<file path="src/rtl/ahbl_apb_pkg.sv">
// Shared encodings, limits and FSM state type for the AHB-Lite to APB3 bridge.
package ahbl_apb_pkg;

    localparam logic [1:0] HTRANS_IDLE   = 2'b00;
    localparam logic [1:0] HTRANS_BUSY   = 2'b01;
    localparam logic [1:0] HTRANS_NONSEQ = 2'b10;
    localparam logic [1:0] HTRANS_SEQ    = 2'b11;

    localparam logic HRESP_OKAY  = 1'b0;
    localparam logic HRESP_ERROR = 1'b1;

    localparam logic [2:0] HSIZE_MAX = 3'd2;

    typedef enum logic [2:0] {
        ST_IDLE,
        ST_WDATA,
        ST_SETUP,
        ST_ACCESS,
        ST_DONE,
        ST_ERR1,
        ST_ERR2
    } state_e;

    // Only NONSEQ and SEQ carry a real transfer; IDLE and BUSY are ignored.
    function automatic logic is_active(input logic [1:0] htrans);
        return (htrans == HTRANS_NONSEQ) || (htrans == HTRANS_SEQ);
    endfunction

endpackage

</file>
<file path="src/rtl/ahbl_apb_timeout.sv">
// Wait-state counter for the APB ACCESS phase; expired_o flags the last allowed
// PREADY-low cycle. Tied off entirely when TIMEOUT is 0.
module ahbl_apb_timeout #(
    parameter int unsigned TIMEOUT = 256
) (
    input  logic clk_i,
    input  logic rst_i,
    input  logic clr_i,
    input  logic inc_i,
    output logic expired_o
);

    if (TIMEOUT == 0) begin : g_off
        logic unused_inputs;
        assign unused_inputs = ^{clk_i, rst_i, clr_i, inc_i};
        assign expired_o     = 1'b0;
    end else begin : g_cnt
        localparam int unsigned CW = $clog2(TIMEOUT + 1);
        localparam logic [CW-1:0] LAST = CW'(TIMEOUT - 1);

        logic [CW-1:0] count_q;

        always_ff @(posedge clk_i or posedge rst_i) begin
            if (rst_i) begin
                count_q <= '0;
            end else if (clr_i) begin
                count_q <= '0;
            end else if (inc_i) begin
                count_q <= count_q + 1'b1;
            end
        end

        assign expired_o = (count_q == LAST);
    end

endmodule

</file>
<file path="src/rtl/ahbl_to_apb_bridge.sv">
// AHB-Lite slave to APB3 master bridge: one APB SETUP/ACCESS per accepted AHB
// transfer, data phase stretched with HREADYOUT, errors returned as two-cycle ERROR.
module ahbl_to_apb_bridge
    import ahbl_apb_pkg::*;
#(
    parameter int unsigned APB_AWIDTH = 16,
    parameter int unsigned TIMEOUT    = 256
) (
    input  logic                  HCLK,
    input  logic                  HRESET,
    input  logic                  HSEL,
    input  logic [31:0]           HADDR,
    input  logic [1:0]            HTRANS,
    input  logic                  HWRITE,
    input  logic [2:0]            HSIZE,
    input  logic [31:0]           HWDATA,
    input  logic                  HREADYIN,
    output logic [31:0]           HRDATA,
    output logic                  HREADYOUT,
    output logic                  HRESP,
    output logic [APB_AWIDTH-1:0] PADDR,
    output logic                  PSEL,
    output logic                  PENABLE,
    output logic                  PWRITE,
    output logic [31:0]           PWDATA,
    input  logic [31:0]           PRDATA,
    input  logic                  PREADY,
    input  logic                  PSLVERR
);

    state_e                state_q;
    logic [31:0]           hrdata_q;
    logic                  hreadyout_q;
    logic                  hresp_q;
    logic [APB_AWIDTH-1:0] paddr_q;
    logic                  psel_q;
    logic                  penable_q;
    logic                  pwrite_q;
    logic [31:0]           pwdata_q;

    logic accept;
    logic tmo_expired;

    assign accept = HSEL & HREADYIN & is_active(HTRANS);

    ahbl_apb_timeout #(
        .TIMEOUT (TIMEOUT)
    ) u_timeout (
        .clk_i     (HCLK),
        .rst_i     (HRESET),
        .clr_i     (state_q == ST_SETUP),
        .inc_i     ((state_q == ST_ACCESS) && !PREADY),
        .expired_o (tmo_expired)
    );

    if (APB_AWIDTH < 32) begin : g_unused_haddr
        logic unused_haddr;
        assign unused_haddr = ^HADDR[31:APB_AWIDTH];
    end

    // NOTE: every output is a flop cleared by the async reset, so a reset mid-transfer
    // drops PSEL/PENABLE at once and there is no combinational PREADY->HREADYOUT path.
    always_ff @(posedge HCLK or posedge HRESET) begin
        if (HRESET) begin
            state_q     <= ST_IDLE;
            hrdata_q    <= '0;
            hreadyout_q <= 1'b1;
            hresp_q     <= HRESP_OKAY;
            paddr_q     <= '0;
            psel_q      <= 1'b0;
            penable_q   <= 1'b0;
            pwrite_q    <= 1'b0;
            pwdata_q    <= '0;
        end else begin
            case (state_q)
                ST_WDATA: begin
                    pwdata_q <= HWDATA;
                    psel_q   <= 1'b1;
                    state_q  <= ST_SETUP;
                end
                ST_SETUP: begin
                    penable_q <= 1'b1;
                    state_q   <= ST_ACCESS;
                end
                ST_ACCESS: begin
                    if (PREADY && !PSLVERR) begin
                        if (!pwrite_q) begin
                            hrdata_q <= PRDATA;
                        end
                        psel_q      <= 1'b0;
                        penable_q   <= 1'b0;
                        hreadyout_q <= 1'b1;
                        hresp_q     <= HRESP_OKAY;
                        state_q     <= ST_DONE;
                    end else if (PREADY || tmo_expired) begin
                        // Slave error or timeout abort: first ERROR cycle keeps HREADYOUT low.
                        psel_q    <= 1'b0;
                        penable_q <= 1'b0;
                        hresp_q   <= HRESP_ERROR;
                        state_q   <= ST_ERR1;
                    end
                end
                ST_ERR1: begin
                    hreadyout_q <= 1'b1;
                    state_q     <= ST_ERR2;
                end
                default: begin
                    // IDLE, DONE and ERR2 are the only states that can take a new address phase.
                    if (accept) begin
                        hreadyout_q <= 1'b0;
                        hresp_q     <= HRESP_OKAY;
                        if (HSIZE > HSIZE_MAX) begin
                            hresp_q <= HRESP_ERROR;
                            state_q <= ST_ERR1;
                        end else begin
                            paddr_q  <= HADDR[APB_AWIDTH-1:0];
                            pwrite_q <= HWRITE;
                            if (HWRITE) begin
                                state_q <= ST_WDATA;
                            end else begin
                                psel_q  <= 1'b1;
                                state_q <= ST_SETUP;
                            end
                        end
                    end else begin
                        hreadyout_q <= 1'b1;
                        hresp_q     <= HRESP_OKAY;
                        state_q     <= ST_IDLE;
                    end
                end
            endcase
        end
    end

    assign HRDATA    = hrdata_q;
    assign HREADYOUT = hreadyout_q;
    assign HRESP     = hresp_q;
    assign PADDR     = paddr_q;
    assign PSEL      = psel_q;
    assign PENABLE   = penable_q;
    assign PWRITE    = pwrite_q;
    assign PWDATA    = pwdata_q;

endmodule

</file>
<file path="config.mk">
export PLATFORM = sky130hd
export DESIGN_NAME = ahbl_to_apb_bridge
export DESIGN_NICKNAME = d
export VERILOG_FILES = /design/src/rtl/ahbl_apb_pkg.sv /design/src/rtl/ahbl_apb_timeout.sv /design/src/rtl/ahbl_to_apb_bridge.sv
export SDC_FILE = /design/constraint.sdc
export NUM_CORES = 1
export LEC_CHECK = 0
export BUFFER_PORTS_ARGS = -buffer_cell sky130_fd_sc_hd__buf_4
export CORE_ASPECT_RATIO = 0.6
export CORE_UTILIZATION = 42
export CTS_CLUSTER_DIAMETER = 30
export CTS_CLUSTER_SIZE = 8
export DETAILED_ROUTE_END_ITERATION = 6
export PLACE_DENSITY = 0.86
export SLEW_MARGIN = 30
export SYNTH_ARGS = -nofsm -noshare
export SYNTH_HDL_FRONTEND = slang
export SYNTH_HIERARCHICAL = 1
export SYNTH_SLANG_ARGS = --single-unit
</file>
<file path="constraint.sdc">
create_clock -name HCLK -period 2.3 [get_ports HCLK]
set_clock_uncertainty 0.1 [all_clocks]
set_input_delay 0.115 -clock HCLK [delete_from_list [all_inputs] [get_ports HCLK]]
set_output_delay 0.115 -clock HCLK [all_outputs]
set_load 0.02 [all_outputs]
</file>
Word-level counts from Yosys, hierarchy flattened

Cells that the tools add are included.

Bits in registers: 97
Bits in latches: 0
Memory bits (writable): 0
Memory bits (read-only): 0
Input bits: 108
Output and inout port bits: 85
Logic and storage cells: 73
Memories: 0

$add $sub $neg: 1
Multipliers: 0
Divide/modulo/power cells: 0
$lt $le $gt $ge: 1
Equal/unequal tests: 11
Shifts and indexed selects: 0
Multiplexer cells: 23
Bitwise gates (word level): 8
Reduce and logical (&&, ||, !) cells: 19

Operators by type and width:

| cell                | number |
|---|---|
| $mux 9              | 2 |
| $mux 3              | 4 |
| $pmux 3 s4          | 1 |
| $mux 1              | 11 |
| $add 9x1->9 const B | 1 |
| $eq 9x8->1 const B  | 1 |
| $eq 3x2->1 const B  | 2 |
| $ne 3x1->1 const B  | 2 |
| $not 1->1           | 6 |
| $pmux 1 s3          | 2 |
| $reduce_and 2->1    | 3 |
| $reduce_and 3->1    | 2 |
| $reduce_and 5->1    | 1 |
| $eq 2x2->1 const B  | 2 |
| $pmux 1 s2          | 2 |
| $reduce_bool 2->1   | 2 |
| $reduce_or 2->1     | 2 |
| $reduce_or 4->1     | 1 |
| $eq 3x1->1 const B  | 1 |
| $eq 3x3->1 const B  | 1 |
| $gt 3x2->1 const B  | 1 |
| $ne 3x2->1 const B  | 1 |
| $reduce_bool 3->1   | 1 |
| $reduce_or 3->1     | 1 |
| 6 further kinds     | 10 |

Depth between registers and ports, before layout

Gate-level depths: netlist of run 1.

Depth after elaboration: 5
Mapped depth: 7
Mapped depth without buffers: 7

Hierarchy

The synthesis of run 1 kept the hierarchy.

By module, submodules not included:

| module             | times used | cells an instance | area an instance (um^2) | seq. area each (um^2) |
|---|---|---|---|---|
| ahbl_to_apb_bridge | 1          | 222               | 3653.5                  | 2203.4 |
| ahbl_apb_timeout   | 1          | 46                | 454.2                   | 225.2 |

Worst setup path before layout of run 1

OpenSTA, ideal clock, no wires.

Path kind: register to register
Start point: register state_q[1]
End point: register paddr_q[0] (netlist: PADDR[0])
Setup time: 0.125 ns
Data arrival time: 1.626 ns
Required time: 2.075 ns
Slack: 0.448 ns
Stages on the path, launching flop included: 6
Buffers on the path: 2
Period minus slack after synthesis: 1.852 ns
Cell sequence: dfrtp_1 buf_6 or2_4 a211oi_4 buf_12 mux2_4

Cells in the longest elaborated chain, start to end: 4
Elaborated cells on any way between the ends: 7
Those cells by class: eq/ne: 4; bitwise: 1; reduce/logical: 2

RTL lines:

| element                                  | line                      | RTL |
|---|---|---|
| start: declaration                       | ahbl_to_apb_bridge.sv:31  | `state_e state_q;` |
| start signal: assignment                 | ahbl_to_apb_bridge.sv:65  | `state_q <= ST_IDLE;` |
| start signal: assignment                 | ahbl_to_apb_bridge.sv:79  | `state_q <= ST_SETUP;` |
| start signal: assignment                 | ahbl_to_apb_bridge.sv:83  | `state_q <= ST_ACCESS;` |
| $eq 3x2->1, or another cell as far along | ahbl_to_apb_bridge.sv:75  | `case (state_q)` |
| $reduce_or 4->1 (no line) *              | -                         |  |
| $not 1->1 (no line) *                    | -                         |  |
| $reduce_and 3->1 (no line) *             | -                         |  |
| end signal: assignment                   | ahbl_to_apb_bridge.sv:116 | `paddr_q <= HADDR[APB_AWIDTH-1:0];` |
| end: declaration                         | ahbl_to_apb_bridge.sv:35  | `logic [APB_AWIDTH-1:0] paddr_q;` |

Every way passes the cells marked *; elsewhere a longest branch is shown, timed or not.
A chain may end at the register's enable or synchronous reset.

Worst setup path in the final report of run 1

Start point: register state_q[1]
End point: register paddr_q[8] (netlist: PADDR[8])

Same word-level chain as after synthesis.

==> results_dict.tcl, run 1 <==
set metrics [dict create \
    status "complete, no violations" \
    power_density_mw_per_mm2 1330 \
    drt_iter0_markers 130 \
    r2r_start "state_q[1]$_DFFE_PP0P_" \
    worst_pin_slew_ps 800 \
    timing.fmax_mhz 505 \
    start_util_pct 44.1 \
    hold_end "state_q[0]$_DFFE_PP0P_" \
    path_cells "nand2_1, a211oi_4, buf_4, mux2_2" \
    ir_drop_uv 814 \
    slew-limit-headroom_pct 46.6 \
    numClockSinks 97 \
    reg2reg_to "PADDR[8]$_DFFE_PP0P_" \
    crit_start "state_q[1]$_DFFE_PP0P_" \
    drive_gt1_share_pct 53.4 \
    cp_max_fo 17 \
    wl_per_cell_um 16.8 \
    muxShareOfSynthArea_pct 26.1 \
    crit_required_ps 2420 \
    antenna_left 0 \
    synthFlopType "dfrtp_1" \
    power.net_switching_w 0.00321 \
    crit_slowest_cell "dfrtp_1" \
    synth_area_per_cell_um2 15.3 \
    slew_viol_final 0 \
    synth-seq-cells 97 \
    leakagePower_nw 3.27 \
    grt_first_pass_wirelength_um 17600 \
    hold_class "primary input to register" \
    synth_edf_count 0 \
    pwr-share-seq_pct 35.1 \
    setup_violations 0 \
    synth-seq-area-share_pct 59.1 \
    synthesis.area_mm2 0.00411 \
    dr.pass1.iters 4 \
    viasPerCell 4.80 \
    switching_share_pct 35.9 \
    synth_top_area_cell "dfrtp_1" \
    die_y_um 78.6 \
    setup_tns_ps 0 \
    grt_max_degree 44 \
    synth_fa_ha_area_share_pct 0.609 \
    endpoint_kind "register" \
    clock_latency_ps 330 \
    fp-row-count 27 \
    antennaDiodeCount 0 \
    yosys.area_share.simple_pct 5.82 \
    min-delay-start "HSIZE[1]" \
    die_area_mm2 0.0102 \
    core_area_mm2 0.00932 \
    hold_ws_ps 39.9 \
    drc 0 \
    p_int_w 0.00573 \
    synth-xor-area-share_pct 0.853 \
    power_frac_clock_pct 17.5 \
    reg2reg_depth 4 \
    r2r_slack_ps 320 \
    hpwl_um 6990 \
    synth_area_leaders "dfrtp_1, mux2_4, mux2_2, buf_6, nor2_1" \
    clock_path_buffers 2 \
    cp-start-kind "register" \
    area_growth_pct 63.6 \
    holdPathStages 3 \
    numCtsBuffers 9 \
    wl_um 11200 \
    port_buffers 175 \
    place_congestion 0.756 \
    root_buffer "clkbuf_16" \
    final.period_utilization_pct 86.1 \
    comb_power_share_pct 47.4 \
    final_hold_viol_count 0 \
    cts_tree "done" \
    fp.dieW_um 130 \
    path_clk_slew_ps 60 \
    cts-htree-levels 3 \
    maxCapViolCount 0 \
    design_area_mm2 0.00672 \
    power_w 0.00894 \
    synth_top_family_by_area "multiplexers" \
    placement.cell_area_mm2 0.00557 \
    yosysTopAreaCellShare_pct 58.5 \
    dr_total_vias 3199 \
    async_flop_share_pct 100 \
    ios 193 \
    yosys_warnings 6 \
    synth_compound_area_share_pct 4.33 \
    nets 642 \
    crit_arrival_ps 2100 \
    grt_pass1_vias 3439 \
    fin_crit_ps 1980 \
    syn_nets 378 \
    antenna_found_initial 0 \
    synth.distinct_cells 40 \
    rsz0062_at_grt "false" \
    slowest_delay_ps 590 \
    critPathKind "register to register" \
    grt_usage_pct 22.9 \
    synthCells 268 \
    gr-total-overflow 0 \
]
-- worst max-delay path by stage --
stage / slack (ps) / endpoint / cells after the start
2_1_floorplan: 450 / PADDR[0]$_DFFE_PP0P_ / 5
3_3_place_gp: 390 / PADDR[11]$_DFFE_PP0P_ / 4
3_5_place_dp: 340 / PADDR[8]$_DFFE_PP0P_ / 4
4_1_cts: 330 / PADDR[8]$_DFFE_PP0P_ / 4
5_1_grt: 210 / PADDR[13]$_DFFE_PP0P_ / 4
6_report: 320 / PADDR[8]$_DFFE_PP0P_ / 4
-- power by group through the flow --
stage / Combinational (W) / Sequential [W] / Clock (W)
global route: 0.00448 / 0.00324 / 0.00169
detailed placement: 0.00411 / 0.00311 / 0
CTS: 0.00423 / 0.00310 / 0.00161
finish: 0.00424 / 0.00314 / 0.00156
floorplan: 0.00161 / 0.00391 / 0
global placement: 0.00400 / 0.00305 / 0
-- final cells by class --
type	instances	area (um^2)
Clock buffer	10	229
Fill cell	642	2600
Tap cell	130	163
Timing Repair Buffer	266	2230
Multi-Input combinational cell	153	1560
Inverter	5	22.5
Clock inverter	6	92.6
Sequential cell	97	2430
-- worst max-delay path: cells and delay by family (launching register included) --
family / cells / cell delay [ps]
mux: 1 / 370
buf+inv: 1 / 310
compound gates: 1 / 270
simple gates: 1 / 230
flops: 1 / 590
-- cell families after synthesis --
logic type | Yosys count
flops | 97
mux | 82
simple gates | 41
compound gates | 24
buf+inv | 18
xor+xnor | 4
fa+ha+maj | 2
-- flip-flops by register name, summed over array words and instances (netlist names) --
register / flops
HRESP: 1
PWRITE: 1
u_timeout/g_cnt.count_q: 9
HRDATA: 32
state_q: 3
PSEL: 1
PENABLE: 1
HREADYOUT: 1
PADDR: 16
PWDATA: 32
-- routing by layer --
| metal | wire length, um | global-route usage (%) | up-vias |
|---|---|---|---|
| met4 | 175 | 6.63 | 0 |
| li1 | - | - | 1486 |
| met1 | 4630 | 27.2 | 1572 |
| met3 | 765 | 6.88 | 16 |
| met5 | 0 | 0 | - |
| met2 | 5650 | 40.1 | 125 |
-- timing repair --
item | 4_1_cts | 5_1_grt
endpoints found under the hold margin | 123 | 0
endpoints found under the setup margin | 0 | 0
gates resized for setup | 0 | 0
buffers inserted | 0 | 0
hold buffers | 83 | 0
-- layout by cell type (no fill, tap or decap), drive strengths merged, types with 2 or more instances in the layout --
cell	instances
clkbuf	10
nand2	5
clkinvlp	3
clkinv	2
xnor2	2
inv	4
and3b	2
or4	2
bufinv	2
or3	2
o31ai	3
buf	183
o22ai	2
a21oi	3
a21o	2
o21ai	4
nand2b	3
ha	2
nand4	4
nand3	4
dfrtp	96
mux2	81
xor2	2
a211oi	4
dlygate4sd3	83
nor2	14
-- through the flow --
stage / util (%) / cells / setup slack (ps)
after floorplan: - / 268 / 448
after global placement: 59.7 / 568 / 391
after detailed placement: 59.7 / 568 / 339
after CTS: 72.1 / 667 / 328
after global routing: 72.1 / 667 / 206
final: 72.1 / 667 / 320
-- cells in the mapped netlist, types with 3 or more instances --
cell type	number
mux2_4	40
buf_2	6
buf_6	5
a211oi_1	3
nand2_1	5
nand2b_1	3
a21oi_1	3
inv_1	5
nand3_1	4
nand4_1	3
mux2_2	41
nor2_1	14
o31ai_1	3
o21ai_0	4
dfrtp_1	96
Note: power is estimated with default switching activity, not from simulation.
==> run 2, diff against run 1 <==
- CORE_MARGIN: default -> 5
==> results_dict.tcl, run 2 (synthesis results as in run 1) <==
set metrics [dict create \
    rsz0062_at_grt "false" \
    grt_pass1_vias 3585 \
    grt_first_pass_wirelength_um 18700 \
    drive_gt1_share_pct 53.5 \
    nFillCells 631 \
    hold_ws_ps 7.75 \
    leakagePower_nw 3.26 \
    cts_hold_buffers 82 \
    power_density_mw_per_mm2 1330 \
    drc 0 \
    antenna_found_initial 0 \
    wl_per_cell_um 17.3 \
    gr-total-overflow 0 \
    crit_start "state_q[1]$_DFFE_PP0P_" \
    final.period_utilization_pct 86.8 \
    hold_class "primary input to register" \
    slew-limit-headroom_pct 62.4 \
    final_hold_viol_count 0 \
    ios 193 \
    maxCapViolCount 0 \
    antenna_left 0 \
    grt_max_degree 33 \
    cts_setup_buffers 0 \
    dr.pass1.iters 4 \
    dr_total_vias 3189 \
    slew_viol_final 0 \
    drt_iter0_markers 78 \
    nets 641 \
    timing.fmax_mhz 501 \
    path_cells "nand2_1, a211oi_4, buf_4, mux2_2" \
    die_area_mm2 0.0119 \
    root_buffer "clkbuf_16" \
    hpwl_um 7610 \
    r2r_start "state_q[1]$_DFFE_PP0P_" \
    most-common-layout-cells "buf_4, dfrtp_1, dlygate4sd3_1" \
    cp_max_fo 17 \
    critPathKind "register to register" \
    antennaDiodeCount 0 \
    power_w 0.00892 \
    status "complete, no violations" \
    fin_crit_ps 2000 \
    grt_usage_pct 20.0 \
    start_util_pct 42.3 \
    dpl.cell_count 573 \
    crit_arrival_ps 2100 \
    clock_path_buffers 2 \
    numClockSinks 97 \
    fp.dieW_um 138 \
    viasPerCell 4.75 \
    setup_violations 0 \
    area_growth_pct 63.4 \
    cp-start-kind "register" \
    place_congestion 0.788 \
    numCtsBuffers 9 \
    endpoint_kind "register" \
    path_clk_slew_ps 60 \
    fp-row-count 28 \
    final_common_cell "buf_4" \
    clock_latency_ps 330 \
    stdcell_count 671 \
    min-delay-start "HSIZE[2]" \
    crit_slowest_cell "dfrtp_1" \
    ir_drop_uv 815 \
    die_y_um 86.6 \
    crit_required_ps 2410 \
    core_area_mm2 0.00970 \
    port_buffers 175 \
    cts-htree-levels 3 \
    worst_pin_slew_ps 563 \
    cts_tree "done" \
    post_cts_resized 0 \
    setup_tns_ps 0 \
    wl_um 11600 \
    r2r_slack_ps 300 \
    fin_util_pct 69.2 \
    slowest_delay_ps 590 \
]
run 2: cell types whose count changed in the layout (fill, tap and decap cells not counted):
| cell | change |
|---|---|
| clkinv_4 | -1 |
| inv_6 | +1 |
| dlygate4sd3_1 | -1 |
| bufinv_16 | -1 |
| buf_4 | -1 |
| clkbuf_8 | +1 |
| buf_12 | +1 |
run 2: critical path: cells and delay by family, from the launching register on:
kind	cells	cell delay [ps]
flops	1	590
compound gates	1	270
simple gates	1	230
mux	1	380
buf+inv	1	310
run 2: area by class of cell:
cell class                 count  area, um^2  share of cell area, %
clock inverter                 5        62.6                  0.932
clock buffer                  11         243                   3.62
inverter                       5        22.5                  0.335
timing repair buffer         265        2230                   33.2
tap                          135         169                   2.52
multi-input combinational    153        1560                   23.2
sequential                    97        2430                   36.2
run 2: per-layer routing:
metal / up-vias / part of all wire, % / GRT usage [%]
li1: 1473 / - / -
met1: 1564 / 42 / 25.0
met2: 143 / 48 / 34.4
met3: 9 / 9.7 / 6.90
met4: 0 / 0.83 / 3.44
met5: - / 0 / 0
run 2: final timing paths:
check | endpoint | cells past startpoint
min in group asynchronous | u_timeout/g_cnt.count_q[0]$_DFFE_PP0P_ | 3
worst max register to register | PADDR[11]$_DFFE_PP0P_ | 4
worst min-delay path | state_q[0]$_DFFE_PP0P_ | 3
worst max-delay path | PADDR[11]$_DFFE_PP0P_ | 4
max in group asynchronous | HRDATA[13]$_DFFE_PP0P_ | 4
worst min register to register | PWDATA[21]$_DFFE_PP0N_ | 1
run 2: report_power, final:
part	switching, W	internal (W)	total [W]
logic	0.00203	0.00226	0.00429
clock network	0.000629	0.000879	0.00151
registers	0.000599	0.00253	0.00313
total	0.00325	0.00567	0.00892
run 2: through the flow:
step	setup slack [ps]	instance area [um^2]
after floorplan	448	4110
after global placement	399	5590
after detailed placement	343	5590
after CTS	319	6710
after global routing	226	6710
final	304	6710
